<file path="src/rtl/aes_word_loader_if.sv">
// Word-stream handshake into the AES loader: 32-bit words with a valid/ready pair
// and the per-block key-reuse hint.
interface aes_word_loader_if;
    logic        wr_valid;
    logic        wr_ready;
    logic [31:0] wr_data;
    logic        key_reuse;

    modport master (
        output wr_valid,
        output wr_data,
        output key_reuse,
        input  wr_ready
    );

    modport slave (
        input  wr_valid,
        input  wr_data,
        input  key_reuse,
        output wr_ready
    );
endinterface

</file>
<file path="src/rtl/aes_word_loader.sv">
// Assembles 128-bit plaintext and key from a 32-bit word stream and holds them
// on AES_top's inputs until it reports completion or the hold timeout expires.
module aes_word_loader #(
    parameter int unsigned EN_HOLD_MAX = 64,
    parameter int unsigned CNT_W       = 7
) (
    input  logic               AES_clk,
    input  logic               AES_rst_n,
    aes_word_loader_if.slave   wr,
    input  logic               err_clr,
    input  logic               AES_data_out_valid,
    output logic               AES_en,
    output logic [127:0]       AES_data_in,
    output logic [127:0]       AES_key_in,
    output logic               busy,
    output logic               timeout_err
);

    localparam int unsigned    IDX_W     = 3;
    localparam logic [CNT_W-1:0] HOLD_LAST = CNT_W'(EN_HOLD_MAX - 1);

    typedef enum logic {
        ST_LOAD = 1'b0,
        ST_RUN  = 1'b1
    } state_t;

    state_t             state;
    logic [CNT_W-1:0]   hold_cnt;
    logic [IDX_W-1:0]   word_idx;
    logic               key_loaded;
    logic               reuse_latched;
    logic               last_word;

    // Word 3 closes the block only when the stored key is being reused.
    assign last_word = (word_idx == IDX_W'(7)) ||
                       ((word_idx == IDX_W'(3)) && reuse_latched);

    assign wr.wr_ready = (state == ST_LOAD);
    assign busy        = AES_en;

    always_ff @(posedge AES_clk or negedge AES_rst_n) begin
        if (!AES_rst_n) begin
            state         <= ST_LOAD;
            hold_cnt      <= '0;
            word_idx      <= '0;
            key_loaded    <= 1'b0;
            reuse_latched <= 1'b0;
            AES_en        <= 1'b0;
            AES_data_in   <= '0;
            AES_key_in    <= '0;
            timeout_err   <= 1'b0;
        end else begin
            // A timeout set later in this block overrides a same-edge clear.
            if (err_clr) begin
                timeout_err <= 1'b0;
            end

            case (state)
                ST_LOAD: begin
                    if (wr.wr_valid) begin
                        if (word_idx[2] == 1'b0) begin
                            AES_data_in <= {AES_data_in[95:0], wr.wr_data};
                        end else begin
                            AES_key_in  <= {AES_key_in[95:0], wr.wr_data};
                        end

                        if (word_idx == IDX_W'(0)) begin
                            reuse_latched <= wr.key_reuse && key_loaded;
                        end

                        if (last_word) begin
                            state    <= ST_RUN;
                            AES_en   <= 1'b1;
                            hold_cnt <= '0;
                            word_idx <= '0;
                            if (word_idx == IDX_W'(7)) begin
                                key_loaded <= 1'b1;
                            end
                        end else begin
                            word_idx <= word_idx + IDX_W'(1);
                        end
                    end
                end

                ST_RUN: begin
                    // Completion takes priority over an expiring hold window.
                    if (AES_data_out_valid) begin
                        state  <= ST_LOAD;
                        AES_en <= 1'b0;
                    end else if (hold_cnt == HOLD_LAST) begin
                        state       <= ST_LOAD;
                        AES_en      <= 1'b0;
                        timeout_err <= 1'b1;
                    end else begin
                        hold_cnt <= hold_cnt + CNT_W'(1);
                    end
                end

                default: begin
                    state  <= ST_LOAD;
                    AES_en <= 1'b0;
                end
            endcase
        end
    end

endmodule

</file>
<file path="src/flat_wrapper.sv">
// flat-port wrapper written by rule: the top's interface ports become plain ports
module aes_word_loader_flat 
#(
    parameter int unsigned EN_HOLD_MAX = 64,
    parameter int unsigned CNT_W       = 7
)
  (AES_clk, AES_rst_n, err_clr, AES_data_out_valid, AES_en, AES_data_in, AES_key_in, busy, timeout_err, wr_wr_valid, wr_wr_data, wr_key_reuse, wr_wr_ready);
  aes_word_loader_if wr_i ();
  input  logic AES_clk;
  input  logic AES_rst_n;
  input  logic err_clr;
  input  logic AES_data_out_valid;
  output logic AES_en;
  output logic [127:0] AES_data_in;
  output logic [127:0] AES_key_in;
  output logic busy;
  output logic timeout_err;
  input wire logic [$bits(wr_i.wr_valid)-1:0] wr_wr_valid;
  input wire logic [$bits(wr_i.wr_data)-1:0] wr_wr_data;
  input wire logic [$bits(wr_i.key_reuse)-1:0] wr_key_reuse;
  output wire logic [$bits(wr_i.wr_ready)-1:0] wr_wr_ready;
  assign wr_i.wr_valid = wr_wr_valid;
  assign wr_i.wr_data = wr_wr_data;
  assign wr_i.key_reuse = wr_key_reuse;
  assign wr_wr_ready = wr_i.wr_ready;
  aes_word_loader #(.EN_HOLD_MAX(EN_HOLD_MAX), .CNT_W(CNT_W)) u_core (.AES_clk(AES_clk), .AES_rst_n(AES_rst_n), .wr(wr_i), .err_clr(err_clr), .AES_data_out_valid(AES_data_out_valid), .AES_en(AES_en), .AES_data_in(AES_data_in), .AES_key_in(AES_key_in), .busy(busy), .timeout_err(timeout_err));
endmodule
</file>
<file path="config.mk">
export PLATFORM = sky130hd
export DESIGN_NAME = aes_word_loader_flat
export DESIGN_NICKNAME = d
export VERILOG_FILES = /design/src/rtl/aes_word_loader_if.sv /design/src/rtl/aes_word_loader.sv /design/src/flat_wrapper.sv
export SDC_FILE = /design/constraint.sdc
export NUM_CORES = 1
export LEC_CHECK = 0
export CORE_MARGIN = 10
export CORE_UTILIZATION = 40
export CTS_CLUSTER_SIZE = 24
export DETAILED_ROUTE_END_ITERATION = 10
export GPL_TIMING_DRIVEN = 0
export PLACE_DENSITY_LB_ADDON = 0.15
export SYNTH_ARGS = -nofsm -noshare
export SYNTH_HDL_FRONTEND = slang
export SYNTH_SLANG_ARGS = --single-unit
</file>
<file path="constraint.sdc">
create_clock -name AES_clk -period 1.9 [get_ports AES_clk]
set_input_delay 0.57 -clock AES_clk [delete_from_list [all_inputs] [get_ports AES_clk]]
set_output_delay 0.57 -clock AES_clk [all_outputs]
set_load 0.05 [all_outputs]
</file>
==> results.json <==
{
  "result_of_the_run": "complete, no violations",
  "timing.critical_path.buf_inv": 1,
  "worstPathMaxFanout": 3,
  "core_region_area_mm2": 0.02518,
  "critPathArrivalTime_ps": 1300,
  "finalNetCount": 991,
  "floorplan.die_area_mm2": 0.03234,
  "setup_viol": 0,
  "die-width_um": 179.8,
  "cpMaxStageDelayCell": "clkdlybuf4s15_2",
  "start_util_pct": 40.57,
  "detailed_route_via_count": 6316,
  "drt_wl_total_um": 27720,
  "clock_path_buffers": 3,
  "antenna_violating_nets_remaining": 0,
  "timing.final.max_slew_violations": 0,
  "syn-num-nets": 660,
  "cts.clk_slew.worst_paths_ps": 60,
  "layout.area.seq_mm2": 0.006783,
  "endpoint_kind": "output pin",
  "timing.critical_path.max_delay_family": "buffers and inverters",
  "via_count_of_the_first_global_routing_pass": 6905,
  "grt_overflow": 0,
  "io_pins": 298,
  "dieHeight_um": 179.8,
  "timing.setup.tns_ps": 0,
  "drive_above_1_share_pct": 51.81,
  "path_class": "reg -> out",
  "dp_hpwl_um": 20180,
  "footprint_of_the_multi_input_gates_mm2": 0.003243,
  "drt-initial-drc-count": 263,
  "worstSkewPairLatency_ps": 540,
  "yosys_warnings": 0,
  "wire_per_inst_um": 21.34,
  "root_buffer": "clkbuf_16",
  "grt.total_usage_pct": 16.56,
  "clock_sink_count": 271,
  "final_common_cell": "dfrtp_1",
  "startpoint_type": "flip-flop",
  "finalWorstPathRequiredPeriod_ps": 1868,
  "postSynthRegisterBits": 271,
  "area_growth_from_synthesis_to_layout_pct": 39.52,
  "clock_tree.htree_level_count": 1,
  "core_rows": 58,
  "detail_route.drc_violations": 0,
  "cp_cell_sequence": "clkdlybuf4s15_2",
  "final.period_utilization_pct": 98.34,
  "critical_path_data_required_time_ps": 1330,
  "synthesis.instances": 617,
  "count_of_different_cell_masters_after_synthesis": 29,
  "clock_tree_from_tritoncts": "built",
  "synth.yosys.seq_area_share_pct": 66.37,
  "critPathMaxStageDelay_ps": 390,
  "antenna_found_initial": 0,
  "clock.fmax_ghz": 0.5352,
  "avgViaCountPerCell": 4.862,
  "holdCritPathClass": "reg -> reg",
  "diodes_inserted": 0,
  "post_cts_setup_buffer_count": 0,
  "layout_common_cells": "270 x dfrtp_1, 157 x mux2_2, 127 x buf_2",
  "post_synth_instance_area_mm2": 0.01022,
  "timing.final.hold_violations": 0,
  "post_synth.cell_area_avg_um2": 16.56,
  "grt_max_degree": 112,
  "fin_skew_ps": 16.70,
  "drv_cap": 0,
  "cts_inserted_buffers": 29,
  "grt_pass1_wl_um": 43060,
  "port_buffers": 297,
  "fillers": 2105,
  "worst_pin_slew_ps": 595.0,
  "gpl.final_weighted_congestion": 0.7438,
  "detail_route.first_pass.iterations": 4,
  "relSlewSlack_pct": 60.34
}
[repair_timing]
item | 4_1_cts | 5_1_grt
endpoints found under the setup margin | 359 | 134
pin swaps | 0 | 0
hold buffers | 1 | 0
hold endpoints to repair | 21 | 0
gates resized for setup | 907 | 148
[sequential cells by signal (all words and copies together) (netlist names)]
register / flops
u_core.AES_key_in: 128
u_core.AES_en: 1
u_core.timeout_err: 1
u_core.word_idx: 3
u_core.key_loaded: 1
u_core.AES_data_in: 128
u_core.state: 1
u_core.hold_cnt: 7
u_core.reuse_latched: 1
[per-stage QoR]
stage	utilization [%]	std cells	hold WS [ps]	setup slack [ps]	instance area, um^2
floorplan	-	617	274.4	251.5	10220
finish	56.61	1299	482.1	31.50	14250
CTS	58.29	1299	485.1	0.3059	14680
global route	56.61	1299	503.1	-11.05	14250
detailed placement	54.26	1246	467.2	-626.1	13660
global placement	54.02	1244	437.1	-11840	13600
[cell type report]
cell class              instances  share of cell area (%)
multi-input cells             308                   22.75
clock buffers                  44                   6.118
well taps                     330                   2.897
clock inverters                 8                  0.5003
inverters                       9                  0.2370
repair buffers                300                   18.41
flip-flops and latches        271                   47.58
plain buffers                  29                   1.510
[worst paths after layout]
path,startpoint,endpoint,slack [ps],cells after the start
worst min-delay path,u_core.key_loaded,u_core.key_loaded,480,1
worst max-delay path,u_core.AES_key_in[46],AES_key_in[46],30,1
worst max register to register,u_core.state,u_core.AES_data_in[76],80,5
worst min register to register,u_core.key_loaded,u_core.key_loaded,480,1
min in group asynchronous,AES_rst_n,u_core.AES_key_in[106],590,2
max in group asynchronous,AES_rst_n,u_core.AES_key_in[90],370,3
[synth_stat cells]
| master | number | area [um^2] |
|---|---|---|
| mux2_1 | 99 | 1115 |
| o211ai_1 | 1 | 7.510 |
| or4_1 | 1 | 7.510 |
| dfrtp_1 | 271 | 6782 |
| o311a_1 | 1 | 10.01 |
| nor2_1 | 3 | 11.26 |
| o21ai_0 | 7 | 35.03 |
| inv_1 | 9 | 33.78 |
| a21boi_0 | 1 | 7.510 |
| mux2_2 | 157 | 1768 |
| a31oi_1 | 1 | 6.260 |
| nor3_1 | 1 | 5.000 |
| mux2i_1 | 1 | 10.01 |
| nand3_1 | 8 | 40.04 |
| o2bb2ai_1 | 1 | 8.760 |
| a21o_1 | 1 | 7.510 |
| ha_1 | 5 | 62.56 |
| and2_1 | 1 | 6.260 |
| buf_2 | 16 | 80.08 |
| buf_4 | 13 | 97.59 |
| nand2b_1 | 3 | 18.77 |
| or3_1 | 1 | 6.260 |
| o22ai_1 | 1 | 6.260 |
| a41o_1 | 1 | 10.01 |
| o311ai_2 | 1 | 16.27 |
| a22o_1 | 1 | 8.760 |
| nor2b_2 | 1 | 8.760 |
| nand2_1 | 7 | 26.28 |
| a21oi_1 | 3 | 15.01 |
[cell families (layout without fill, tap and decap cells)]
kind of cell	Yosys count	after routing	synth area share, %
compound gates	20	20	1.359
simple gates	26	26	1.274
buf+inv	38	390	2.070
mux	257	257	28.31
fa+ha+maj	5	5	0.6123
flops	271	271	66.37
[routing by layer]
layer / vias to the layer above / routed length, um / track usage (%) / part of all wire, %
met1: 3236 / 12100 / 20.85 / 44
met5: - / 0 / 0 / 0
met2: 197 / 12990 / 27.01 / 47
li1: 2856 / - / - / -
met3: 27 / 2325 / 6.084 / 8.4
met4: 0 / 307 / 2.944 / 1.1
Power is left out: the tool's default activity adds up to more than one toggle a clock period on the data nets, which glitch-free logic cannot reach.
